**src/rtl/dest_ip_table_arbiter_pkg.sv**
```systemverilog
// Shared constants, FSM state type and parity helper for the destination-IP table.
// Optional parity storage is enabled with DEST_IP_TBL_PARITY_EN.
package dest_ip_table_arbiter_pkg;

    localparam int DIT_DATA_WIDTH   = 32;
    localparam int DIT_ADDR_WIDTH   = 5;
    localparam int DIT_DEPTH        = 32;
    localparam int DIT_STARVE_LIMIT = 8;

    typedef enum logic [1:0] {
        IDLE = 2'd0,
        SCAN = 2'd1,
        DONE = 2'd2
    } lkp_state_e;

    function automatic logic even_par(input logic [DIT_DATA_WIDTH-1:0] d);
        return ^d;
    endfunction

endpackage

```
**src/rtl/dest_ip_table_arbiter_if.sv**
```systemverilog
// Host register and lookup-engine signals of the destination-IP table.
// master = requester side (register block / parser), slave = table arbiter.
interface dest_ip_table_arbiter_if #(
    parameter int DW = dest_ip_table_arbiter_pkg::DIT_DATA_WIDTH,
    parameter int AW = dest_ip_table_arbiter_pkg::DIT_ADDR_WIDTH
);
    logic          host_rd_req;
    logic [AW-1:0] host_rd_addr;
    logic [DW-1:0] host_rd_data;
    logic          host_rd_ack;
    logic          host_wr_req;
    logic [AW-1:0] host_wr_addr;
    logic [DW-1:0] host_wr_data;
    logic          host_wr_ack;
    logic          lkp_req;
    logic [DW-1:0] lkp_key;
    logic          lkp_busy;
    logic          lkp_done;
    logic          lkp_hit;
    logic [AW-1:0] lkp_index;
    logic [31:0]   host_stall_count;
    logic          parity_err;

    modport master (
        output host_rd_req, host_rd_addr,
        output host_wr_req, host_wr_addr, host_wr_data,
        output lkp_req, lkp_key,
        input  host_rd_data, host_rd_ack, host_wr_ack,
        input  lkp_busy, lkp_done, lkp_hit, lkp_index,
        input  host_stall_count, parity_err
    );

    modport slave (
        input  host_rd_req, host_rd_addr,
        input  host_wr_req, host_wr_addr, host_wr_data,
        input  lkp_req, lkp_key,
        output host_rd_data, host_rd_ack, host_wr_ack,
        output lkp_busy, lkp_done, lkp_hit, lkp_index,
        output host_stall_count, parity_err
    );
endinterface

```
**src/rtl/dest_ip_table_mem.sv**
```systemverilog
// Single-port LUTRAM for the destination-IP table: async read, sync write.
// Contents have no reset so entries survive a datapath reset.
module dest_ip_table_mem #(
    parameter int WIDTH = 32,
    parameter int AW    = 5,
    parameter int DEPTH = 32
) (
    input  logic             AXI_ACLK,
    input  logic             we,
    input  logic [AW-1:0]    addr,
    input  logic [WIDTH-1:0] wdata,
    output logic [WIDTH-1:0] rdata
);
    logic [WIDTH-1:0] ram [DEPTH];

    always_ff @(posedge AXI_ACLK) begin
        if (we) begin
            ram[addr] <= wdata;
        end
    end

    assign rdata = ram[addr];
endmodule

```
**src/rtl/dest_ip_table_arbiter.sv**
```systemverilog
// Destination-IP table owner: host/lookup port arbitration, scan FSM, starvation guard.
// Define DEST_IP_TBL_PARITY_EN to store and check an even-parity bit per entry.
module dest_ip_table_arbiter
    import dest_ip_table_arbiter_pkg::*;
#(
    parameter int DATA_WIDTH   = DIT_DATA_WIDTH,
    parameter int ADDR_WIDTH   = DIT_ADDR_WIDTH,
    parameter int DEPTH        = DIT_DEPTH,
    parameter int STARVE_LIMIT = DIT_STARVE_LIMIT
) (
    input logic AXI_ACLK,
    input logic reset,
    dest_ip_table_arbiter_if.slave bus
);
    localparam int DW = DATA_WIDTH;
    localparam int AW = ADDR_WIDTH;
    localparam int SW = $clog2(STARVE_LIMIT + 1);
`ifdef DEST_IP_TBL_PARITY_EN
    localparam int MW = DW + 1;
`else
    localparam int MW = DW;
`endif

    lkp_state_e    state_q, state_d;
    logic [AW-1:0] idx_q, idx_d;
    logic [AW-1:0] index_q, index_d;
    logic          hit_q, hit_d;
    logic [DW-1:0] key_q;

    logic          rd_pend_q, wr_pend_q;
    logic [AW-1:0] rd_addr_q, wr_addr_q;
    logic [DW-1:0] wr_data_q;
    logic [SW-1:0] starve_q;
    logic [31:0]   stall_q;
    logic          rd_ack_q, wr_ack_q;
    logic [DW-1:0] rd_data_q;

    logic          host_pend, host_grant;
    logic          wr_grant, rd_grant, scan_grant;
    logic [AW-1:0] mem_addr;
    logic [MW-1:0] mem_wdata, mem_rdata;
    logic [DW-1:0] entry;
    logic          ent_perr;
    logic          match;

    assign host_pend  = rd_pend_q | wr_pend_q;
    assign host_grant = host_pend &&
                        (state_q != SCAN || starve_q == SW'(STARVE_LIMIT));
    assign wr_grant   = host_grant & wr_pend_q;
    assign rd_grant   = host_grant & ~wr_pend_q & rd_pend_q;
    assign scan_grant = (state_q == SCAN) & ~host_grant;

    always_comb begin
        mem_addr = idx_q;
        if (wr_grant) begin
            mem_addr = wr_addr_q;
        end else if (rd_grant) begin
            mem_addr = rd_addr_q;
        end
    end

    assign entry = mem_rdata[DW-1:0];

`ifdef DEST_IP_TBL_PARITY_EN
    assign mem_wdata = {even_par(wr_data_q), wr_data_q};
    assign ent_perr  = ^mem_rdata;
`else
    assign mem_wdata = wr_data_q;
    assign ent_perr  = 1'b0;
`endif

    assign match = (entry == key_q) && (entry != '0) && !ent_perr;

    dest_ip_table_mem #(
        .WIDTH (MW),
        .AW    (AW),
        .DEPTH (DEPTH)
    ) u_mem (
        .AXI_ACLK (AXI_ACLK),
        .we       (wr_grant),
        .addr     (mem_addr),
        .wdata    (mem_wdata),
        .rdata    (mem_rdata)
    );

    always_comb begin
        state_d = state_q;
        idx_d   = idx_q;
        hit_d   = 1'b0;
        index_d = '0;
        unique case (state_q)
            IDLE: begin
                if (bus.lkp_req) begin
                    state_d = SCAN;
                    idx_d   = '0;
                end
            end
            SCAN: begin
                // ungranted cycles hold idx so no entry is skipped
                if (scan_grant) begin
                    if (match) begin
                        state_d = DONE;
                        hit_d   = 1'b1;
                        index_d = idx_q;
                    end else if (idx_q == AW'(DEPTH - 1)) begin
                        state_d = DONE;
                    end else begin
                        idx_d = idx_q + 1'b1;
                    end
                end
            end
            DONE: begin
                state_d = IDLE;
            end
            default: begin
                state_d = IDLE;
            end
        endcase
    end

    always_ff @(posedge AXI_ACLK) begin
        if (reset) begin
            state_q <= IDLE;
            idx_q   <= '0;
            hit_q   <= 1'b0;
            index_q <= '0;
            key_q   <= '0;
        end else begin
            state_q <= state_d;
            idx_q   <= idx_d;
            hit_q   <= hit_d;
            index_q <= index_d;
            if (state_q == IDLE && bus.lkp_req) begin
                key_q <= bus.lkp_key;
            end
        end
    end

    always_ff @(posedge AXI_ACLK) begin
        if (reset) begin
            rd_pend_q <= 1'b0;
            wr_pend_q <= 1'b0;
            rd_addr_q <= '0;
            wr_addr_q <= '0;
            wr_data_q <= '0;
            starve_q  <= '0;
            stall_q   <= '0;
            rd_ack_q  <= 1'b0;
            wr_ack_q  <= 1'b0;
            rd_data_q <= '0;
        end else begin
            // a request arriving while its flag is set is dropped
            rd_pend_q <= (rd_pend_q & ~rd_grant) | (bus.host_rd_req & ~rd_pend_q);
            wr_pend_q <= (wr_pend_q & ~wr_grant) | (bus.host_wr_req & ~wr_pend_q);
            if (bus.host_rd_req && !rd_pend_q) begin
                rd_addr_q <= bus.host_rd_addr;
            end
            if (bus.host_wr_req && !wr_pend_q) begin
                wr_addr_q <= bus.host_wr_addr;
                wr_data_q <= bus.host_wr_data;
            end
            if (host_grant) begin
                starve_q <= '0;
            end else if (scan_grant && host_pend && starve_q != SW'(STARVE_LIMIT)) begin
                starve_q <= starve_q + 1'b1;
            end
            if (host_pend && !host_grant) begin
                stall_q <= stall_q + 32'd1;
            end
            rd_ack_q <= rd_grant;
            wr_ack_q <= wr_grant;
            if (rd_grant) begin
                rd_data_q <= entry;
            end
        end
    end

`ifdef DEST_IP_TBL_PARITY_EN
    logic perr_q;

    always_ff @(posedge AXI_ACLK) begin
        if (reset) begin
            perr_q <= 1'b0;
        end else if ((rd_grant || scan_grant) && ent_perr) begin
            perr_q <= 1'b1;
        end
    end

    assign bus.parity_err = perr_q;
`else
    assign bus.parity_err = 1'b0;
`endif

    assign bus.host_rd_data     = rd_data_q;
    assign bus.host_rd_ack      = rd_ack_q;
    assign bus.host_wr_ack      = wr_ack_q;
    assign bus.lkp_busy         = (state_q != IDLE);
    assign bus.lkp_done         = (state_q == DONE);
    assign bus.lkp_hit          = hit_q;
    assign bus.lkp_index        = index_q;
    assign bus.host_stall_count = stall_q;
endmodule

```
**src/flat_wrapper.sv**
```systemverilog
// flat-port wrapper written by rule: the top's interface ports become plain ports
module dest_ip_table_arbiter_flat import dest_ip_table_arbiter_pkg::*;
#(
    parameter int DATA_WIDTH   = DIT_DATA_WIDTH,
    parameter int ADDR_WIDTH   = DIT_ADDR_WIDTH,
    parameter int DEPTH        = DIT_DEPTH,
    parameter int STARVE_LIMIT = DIT_STARVE_LIMIT
)
  (AXI_ACLK, reset, bus_host_rd_req, bus_host_rd_addr, bus_host_wr_req, bus_host_wr_addr, bus_host_wr_data, bus_lkp_req, bus_lkp_key, bus_host_rd_data, bus_host_rd_ack, bus_host_wr_ack, bus_lkp_busy, bus_lkp_done, bus_lkp_hit, bus_lkp_index, bus_host_stall_count, bus_parity_err);
  dest_ip_table_arbiter_if bus_i ();
  input logic AXI_ACLK;
  input logic reset;
  input wire logic [$bits(bus_i.host_rd_req)-1:0] bus_host_rd_req;
  input wire logic [$bits(bus_i.host_rd_addr)-1:0] bus_host_rd_addr;
  input wire logic [$bits(bus_i.host_wr_req)-1:0] bus_host_wr_req;
  input wire logic [$bits(bus_i.host_wr_addr)-1:0] bus_host_wr_addr;
  input wire logic [$bits(bus_i.host_wr_data)-1:0] bus_host_wr_data;
  input wire logic [$bits(bus_i.lkp_req)-1:0] bus_lkp_req;
  input wire logic [$bits(bus_i.lkp_key)-1:0] bus_lkp_key;
  output wire logic [$bits(bus_i.host_rd_data)-1:0] bus_host_rd_data;
  output wire logic [$bits(bus_i.host_rd_ack)-1:0] bus_host_rd_ack;
  output wire logic [$bits(bus_i.host_wr_ack)-1:0] bus_host_wr_ack;
  output wire logic [$bits(bus_i.lkp_busy)-1:0] bus_lkp_busy;
  output wire logic [$bits(bus_i.lkp_done)-1:0] bus_lkp_done;
  output wire logic [$bits(bus_i.lkp_hit)-1:0] bus_lkp_hit;
  output wire logic [$bits(bus_i.lkp_index)-1:0] bus_lkp_index;
  output wire logic [$bits(bus_i.host_stall_count)-1:0] bus_host_stall_count;
  output wire logic [$bits(bus_i.parity_err)-1:0] bus_parity_err;
  assign bus_i.host_rd_req = bus_host_rd_req;
  assign bus_i.host_rd_addr = bus_host_rd_addr;
  assign bus_i.host_wr_req = bus_host_wr_req;
  assign bus_i.host_wr_addr = bus_host_wr_addr;
  assign bus_i.host_wr_data = bus_host_wr_data;
  assign bus_i.lkp_req = bus_lkp_req;
  assign bus_i.lkp_key = bus_lkp_key;
  assign bus_host_rd_data = bus_i.host_rd_data;
  assign bus_host_rd_ack = bus_i.host_rd_ack;
  assign bus_host_wr_ack = bus_i.host_wr_ack;
  assign bus_lkp_busy = bus_i.lkp_busy;
  assign bus_lkp_done = bus_i.lkp_done;
  assign bus_lkp_hit = bus_i.lkp_hit;
  assign bus_lkp_index = bus_i.lkp_index;
  assign bus_host_stall_count = bus_i.host_stall_count;
  assign bus_parity_err = bus_i.parity_err;
  dest_ip_table_arbiter #(.DATA_WIDTH(DATA_WIDTH), .ADDR_WIDTH(ADDR_WIDTH), .DEPTH(DEPTH), .STARVE_LIMIT(STARVE_LIMIT)) u_core (.AXI_ACLK(AXI_ACLK), .reset(reset), .bus(bus_i));
endmodule
```
**config.mk**
```make
export PLATFORM = sky130hd
export DESIGN_NAME = dest_ip_table_arbiter_flat
export DESIGN_NICKNAME = d
export VERILOG_FILES = /design/src/rtl/dest_ip_table_arbiter_pkg.sv /design/src/rtl/dest_ip_table_arbiter_if.sv /design/src/rtl/dest_ip_table_mem.sv /design/src/rtl/dest_ip_table_arbiter.sv /design/src/flat_wrapper.sv
export SDC_FILE = /design/constraint.sdc
export NUM_CORES = 2
export LEC_CHECK = 0
export BUFFER_PORTS_ARGS = -buffer_cell sky130_fd_sc_hd__buf_2
export CAP_MARGIN = 30
export CELL_PAD_IN_SITES_DETAIL_PLACEMENT = 1
export CELL_PAD_IN_SITES_GLOBAL_PLACEMENT = 1
export CORE_ASPECT_RATIO = 0.5
export CORE_MARGIN = 2
export CORE_UTILIZATION = 56
export CTS_BUF_LIST = sky130_fd_sc_hd__clkbuf_16
export CTS_CLUSTER_SIZE = 14
export DETAILED_ROUTE_END_ITERATION = 8
export PLACE_DENSITY_LB_ADDON = 0.3
export SKIP_LAST_GASP = 1
export SLEW_MARGIN = 20
export SYNTH_ARGS = -nofsm -noshare
export SYNTH_HDL_FRONTEND = slang
export SYNTH_SLANG_ARGS = --single-unit
```
**constraint.sdc**
```tcl
create_clock -name AXI_ACLK -period 6 [get_ports AXI_ACLK]
set_clock_uncertainty 0.1 [all_clocks]
set_input_delay 0.6 -clock AXI_ACLK [delete_from_list [all_inputs] [get_ports AXI_ACLK]]
set_output_delay 0.6 -clock AXI_ACLK [all_outputs]
set_load 0.005 [all_outputs]
```
=== Yosys cells after proc, flatten, opt, wreduce, memory -nomap -nowiden ===
Memory sizes are Yosys's and may differ from the RTL's.
Cells that the tools add are included.

* Flip-flop bits (word level): 159
* Bits in latches: 0
* Bits in writable memories: 1024
* Bits in read-only memories: 0
* Input bits: 79
* Output and inout bits: 75
* Memories kept: 1

{| class="wikitable"
|+ Memories
! name !! words !! bits a word !! read ports !! clocked after memory_dff !! wr ports !! RTL line !! text
|-
| u_core.u_mem.ram || 32 || 32 || 1 || 0 || 1 || dest_ip_table_mem.sv:14 || <nowiki>logic [WIDTH-1:0] ram [DEPTH];</nowiki>
|}

* Add/sub/neg operators: 3
* Multiply operators: 0
* Divide/modulo/power cells: 0
* Magnitude comparators: 0
* Equality and inequality tests: 12
* Shift-type cells: 0
* Multiplexer cells: 15
* Bitwise logic cells: 19
* Reductions and logical operators: 21

{| class="wikitable"
|+ Operators with widths
! cell !! number
|-
| $add A32 B1 Y32 const B || 1
|-
| $eq A32 B32 Y1 || 1
|-
| $reduce_bool A32 Y1 || 1
|-
| $mux W5 || 6
|-
| $pmux W5 S2 || 1
|-
| $and A1 B1 Y1 || 8
|-
| $logic_and A1 B1 Y1 || 8
|-
| $mux W2 || 4
|-
| $not A1 Y1 || 8
|-
| $ne A2 B2 Y1 const B || 3
|-
| $add A5 B1 Y5 const B || 1
|-
| $eq A5 B5 Y1 const B || 1
|-
| $reduce_and A5 Y1 || 1
|-
| $add A4 B1 Y4 const B || 1
|-
| $eq A4 B4 Y1 const B || 1
|-
| $ne A2 B1 Y1 const B || 2
|-
| $ne A4 B4 Y1 const B || 1
|-
| $pmux W2 S2 || 1
|-
| $reduce_bool A2 Y1 || 2
|-
| $reduce_or A4 Y1 || 1
|-
| $logic_not A1 Y1 || 3
|-
| $mux W1 || 3
|-
| $ne A3 B2 Y1 const B || 1
|-
| $or A1 B1 Y1 || 3
|-
| other kinds (7) || 7
|}

=== Longest topological paths before layout ===
An unclocked memory read counts as a cell.

* Depth after elaboration: 13
* Mapped depth: 20
* Gate-level depth less buffers: 15

=== Cells and area by module ===
From an unflattened synthesis, not the netlist that was laid out.

* Cell total of the unflattened synthesis: 2875
* Area, all modules: 45575.0 um2

{| class="wikitable"
|+ Modules (own cells, without submodules)
! module !! times used !! cells each !! area an instance (um2) !! sequential area each (um2)
|-
| dest_ip_table_mem || 1 || 2075 || 39101.3 || 30749.5
|-
| dest_ip_table_arbiter || 1 || 800 || 6473.7 || 3183.1
|}

=== Worst setup path after synthesis ===
OpenSTA, ideal clock, no wires.

* Path type: register to register
* Start: register u_core.starve_q[0]
* End: register u_core.idx_q[0]
* Library setup time: 0.121 ns
* Data arrival time: 3.876 ns
* Path slack: 1.904 ns
* Cell stages (with the launch flop): 18
* Clock period less this slack: 4.096 ns
* Cell sequence: dfxtp_1 -> inv_1 -> ha_1 -> and3b_1 -> clkbuf_1 -> o32a_1 -> buf_2 -> o21ai_4 -> nand2_1 -> a32o_1 -> a311o_1 -> or4_1 -> xor2_1 -> nand4_1 -> nor4_2 -> nand3_1 -> and3_4 -> mux2_2

* Cells in the longest elaborated chain, start to end: 12
* Elaborated cells between the ends (all ways): 17

{| class="wikitable"
|+ Ends and longest elaborated chain
! item !! RTL line !! text
|-
| start, declared || dest_ip_table_arbiter.sv:33 || <nowiki>logic [SW-1:0] starve_q;</nowiki>
|-
| start signal, assigned || dest_ip_table_arbiter.sv:165 || <nowiki>starve_q <= starve_q + 1'b1;</nowiki>
|-
| $eq A4 B4 Y1 * || dest_ip_table_arbiter.sv:48 || <nowiki>(state_q != SCAN || starve_q == SW'(STARVE_LIMIT));</nowiki>
|-
| $logic_or A1 B1 Y1 * || dest_ip_table_arbiter.sv:48 ||
|-
| $logic_and A1 B1 Y1 * || dest_ip_table_arbiter.sv:47 || <nowiki>assign host_grant = host_pend &&</nowiki>
|-
| $and A1 B1 Y1 (2 in a row) || dest_ip_table_arbiter.sv:50 || <nowiki>assign rd_grant = host_grant & ~wr_pend_q & rd_pend_q;</nowiki>
|-
| $mux W5 || dest_ip_table_arbiter.sv:57 || <nowiki>end else if (rd_grant) begin</nowiki>
|-
| $mux W5 || dest_ip_table_arbiter.sv:55 || <nowiki>if (wr_grant) begin</nowiki>
|-
| $mem_v2 Z32 W32 || n/a ||
|-
| $eq A32 B32 Y1 or $reduce_bool A32 Y1 (tied branches) || dest_ip_table_arbiter.sv:72 || <nowiki>assign match = (entry == key_q) && (entry != '0) && !ent_perr;</nowiki>
|-
| $logic_and A1 B1 Y1 || dest_ip_table_arbiter.sv:72 ||
|-
| $ne A2 B2 Y1 (no source line) || n/a ||
|-
| $reduce_and A5 Y1 (no source line) * || n/a ||
|-
| end signal, assigned || dest_ip_table_arbiter.sv:130 || <nowiki>idx_q <= idx_d;</nowiki>
|-
| end, declared || dest_ip_table_arbiter.sv:25 || <nowiki>logic [AW-1:0] idx_q, idx_d;</nowiki>
|}

Every way passes the cells marked *; elsewhere a longest branch is shown, timed or not.
A chain may end at the register's enable or synchronous reset.

=== Worst setup path after layout ===
Same ends and word-level chain as after synthesis.

==> flow_summary.json <==
{
  "status": "complete, no violations",
  "syn_inst": 3572,
  "critPathTopFamily": "simple AND/OR/NAND/NOR gates",
  "synth_top_area_share": 0.6423,
  "clkTransAtPathRegs_ns": 0.07,
  "cp_slowest_cell": "or3_1",
  "finalCritPeriodShare": 0.9751,
  "fin_nets": 3866,
  "place_inst": 4784,
  "numCtsBuffers": 102,
  "crit_arrival_ns": 6.36,
  "synth_cell_types": 72,
  "finalSetupTns_ns": 0,
  "synth_top_area_cell": "edfxtp_1",
  "cp_cell_sequence": "inv_1 > ha_1 > and3b_1 > nor2_4 > buf_4 > o21ai_4 > buf_12 > buf_12 > nand2_1 > a32oi_1 > o2111ai_1 > or3_1 > xor2_1 > nand4_1 > nor4_2 > nand3_1 > and3_4 > mux2_2",
  "cts_tree": "yes",
  "slew_headroom": 0.2237,
  "post-dp-hpwl_um": 113800,
  "wirelength_um": 194300,
  "io_buffers": 152,
  "die_w_um": 417.5,
  "area_growth_pct": 13.39,
  "power.density_nw_per_um2": 330.9,
  "cts.sinks": 1183,
  "power.leakage_nw": 18.42,
  "synth_nets": 3656,
  "place_congestion": 0.9614,
  "critPathRequiredTime_ns": 6.51,
  "clkLatencyLatePin_ns": 0.74,
  "ios": 154,
  "worst_slew_pin_slew_ns": 1.164,
  "hold_viol": 0,
  "ys_async_sr_fraction": 0,
  "syn_area_um2": 47870,
  "power_mw": 17.96,
  "cts_setup_buffers": 0,
  "drv_cap": 0,
  "synth.avg_cell_area_um2": 13.40,
  "h-tree-depth": 3,
  "max_stage_delay_ns": 0.67,
  "yosysWarnings": 0,
  "synthTopCellsByArea": "edfxtp_1 (64%), dfxtp_1 (6.6%), mux2i_1 (6.1%)",
  "vias_per_cell": 7.475,
  "critPathBufInv": 4,
  "synthTopCellsByCount": "edfxtp_1 (1024), nand2_1 (537), nor2_1 (313)",
  "hold_path_class": "in -> reg",
  "ys_ff_latch": 1183,
  "cp_common_cell": "buf_12",
  "clockRootBuffer": "clkbuf_16",
  "avgRoutedWirePerCell_um": 38.99,
  "cp_max_fo": 52,
  "ys.flop_type": "edfxtp_1",
  "die-area_um2": 87990,
  "ant_nets": 0,
  "cts_resized": 0,
  "start_kind": "flop",
  "grt-ovfl-total": 0,
  "grtUsageTotal": 0.4215,
  "grt_antenna_before_repair": 13,
  "coreArea_um2": 84270,
  "yosysSeqAreaShare": 0.7088,
  "route.vias.total": 37253,
  "drv_slew": 0,
  "clk_path_buf_depth": 3,
  "grt_pass1_vias": 36197,
  "rsz0062_at_grt": "false",
  "critical_path_class": "reg -> reg",
  "die-height_um": 210.7,
  "finalCriticalPeriod_ns": 5.851,
  "grt_max_degree": 95,
  "clock.fmax_ghz": 0.1709,
  "max-vdd-ir-drop_mv": 0.2337,
  "synthMostInstantiatedCell": "edfxtp_1",
  "drc_errors": 0,
  "drive_gt1_frac": 0.1434,
  "synth_edf_count": 1024,
  "grt_pass1_wl_um": 260700,
  "rows": 75,
  "drtPass1Iterations": 7,
  "hold_buffers": 0,
  "end_kind": "flop",
  "setup_viol": 0,
  "start_util": 0.5681,
  "final_cells": 4984,
  "final_util": 0.6442,
  "drt_iter0_markers": 7427
}
[sequential cells by signal, indices dropped and copies added, names as in the netlist]
name	flops
u_core.u_mem.ram	1024
u_core.bus.host_rd_data	32
u_core.bus.host_stall_count	32
u_core.key_q	32
u_core.mem_wdata	32
u_core.bus.lkp_index	5
u_core.idx_q	5
u_core.rd_addr_q	5
u_core.wr_addr_q	5
u_core.starve_q	4
u_core.state_q	2
u_core.bus.host_rd_ack	1
u_core.bus.host_wr_ack	1
u_core.bus.lkp_hit	1
u_core.rd_pend_q	1
u_core.wr_pend_q	1
[per-layer routing]
layer / share of wire / vias up / track usage
met2: 0.41 / 4121 / 0.6034
li1: - / 13947 / -
met5: 0.00074 / - / 0.01148
met4: 0.068 / 16 / 0.2353
met1: 0.34 / 18143 / 0.5557
met3: 0.18 / 1026 / 0.1590
[through the flow]
stage | hold slack (ns) | instance area [um2] | setup slack, ns
CTS | 0.001161 | 54040 | 0.3519
global placement | 0.3485 | 50650 | 0.5663
finish | 0.01994 | 54290 | 0.1491
global route | 0.01961 | 54260 | 0.1069
floorplan | 0.3481 | 47870 | 1.904
detailed placement | 0.3609 | 51010 | 0.4130
[power breakdown]
group / internal (mW) / switching (mW)
Combinational: 0.657 / 1.67
Sequential: 9.02 / 0.165
Clock: 3.27 / 3.18
Total: 12.9 / 5.02
[final cells by class]
| type | count | area [um2] |
|---|---|---|
| tap | 1116 | 1396 |
| clock buffer | 106 | 2653 |
| sequential | 1183 | 33960 |
| antenna | 11 | 27.53 |
| timing repair buffer | 332 | 2601 |
| inverter | 12 | 45.04 |
| fill | 7932 | 29980 |
| multi-input combinational | 2151 | 13230 |
| clock inverter | 73 | 377.9 |
[worst reg2reg max path, delay by kind of cell, from the launching register on]
kind	cells	cell delay, ns
AND/OR/NAND/NOR	8	2.54
buffers and inverters	4	0.93
AO/OA/AOI/OAI	3	0.88
XOR/XNOR	1	0.44
flip-flops	1	0.36
multiplexers	1	0.26
adder cells (fa/ha/maj)	1	0.21
[worst paths after layout]
kind	to	cells past startpoint	start	slack (ns)
worst max-delay path	u_core.idx_q[0]$_SDFFE_PP0P_	18	u_core.starve_q[0]$_SDFFE_PP0P_	0.15
worst min-delay path	u_core.mem_wdata[2]$_SDFFE_PP0P_	3	bus_host_wr_data[2]	0.02
worst max register to register	u_core.idx_q[0]$_SDFFE_PP0P_	18	u_core.starve_q[0]$_SDFFE_PP0P_	0.15
worst min register to register	u_core.key_q[5]$_SDFFE_PP0P_	2	u_core.key_q[5]$_SDFFE_PP0P_	0.37
[kinds of logic (layout without fill, tap and decap cells)]
kind of cell | after synthesis | in the layout | synth area share
fa+ha+maj | 5 | 5 | 0.001307
buf+inv | 238 | 523 | 0.02297
compound gates | 719 | 719 | 0.09898
flops | 1183 | 1183 | 0.7088
mux | 293 | 293 | 0.06139
xor+xnor | 55 | 55 | 0.01006
other cells | 1 | 12 | 0.00007833
simple gates | 1078 | 1078 | 0.09641
[placed cells by master, fill, tap and decap left out, drive strengths merged, types with 4 or more instances in the layout]
master,count
a21o,11
a21oi,204
a222oi,15
a22o,6
a22oi,109
a31oi,13
a32o,10
a32oi,95
and3,15
buf,332
clkbuf,106
clkinv,27
dfxtp,159
diode,11
edfxtp,1024
ha,5
inv,56
mux2i,291
nand2,538
nand2b,8
nand3,73
nand3b,4
nand4,50
nor2,320
nor2b,6
nor3,4
nor4,6
o2111ai,8
o21ai,130
o22a,16
o22ai,80
or2,5
or3,22
or4,16
xnor2,6
xor2,49
(Power assumes the default switching activity.)
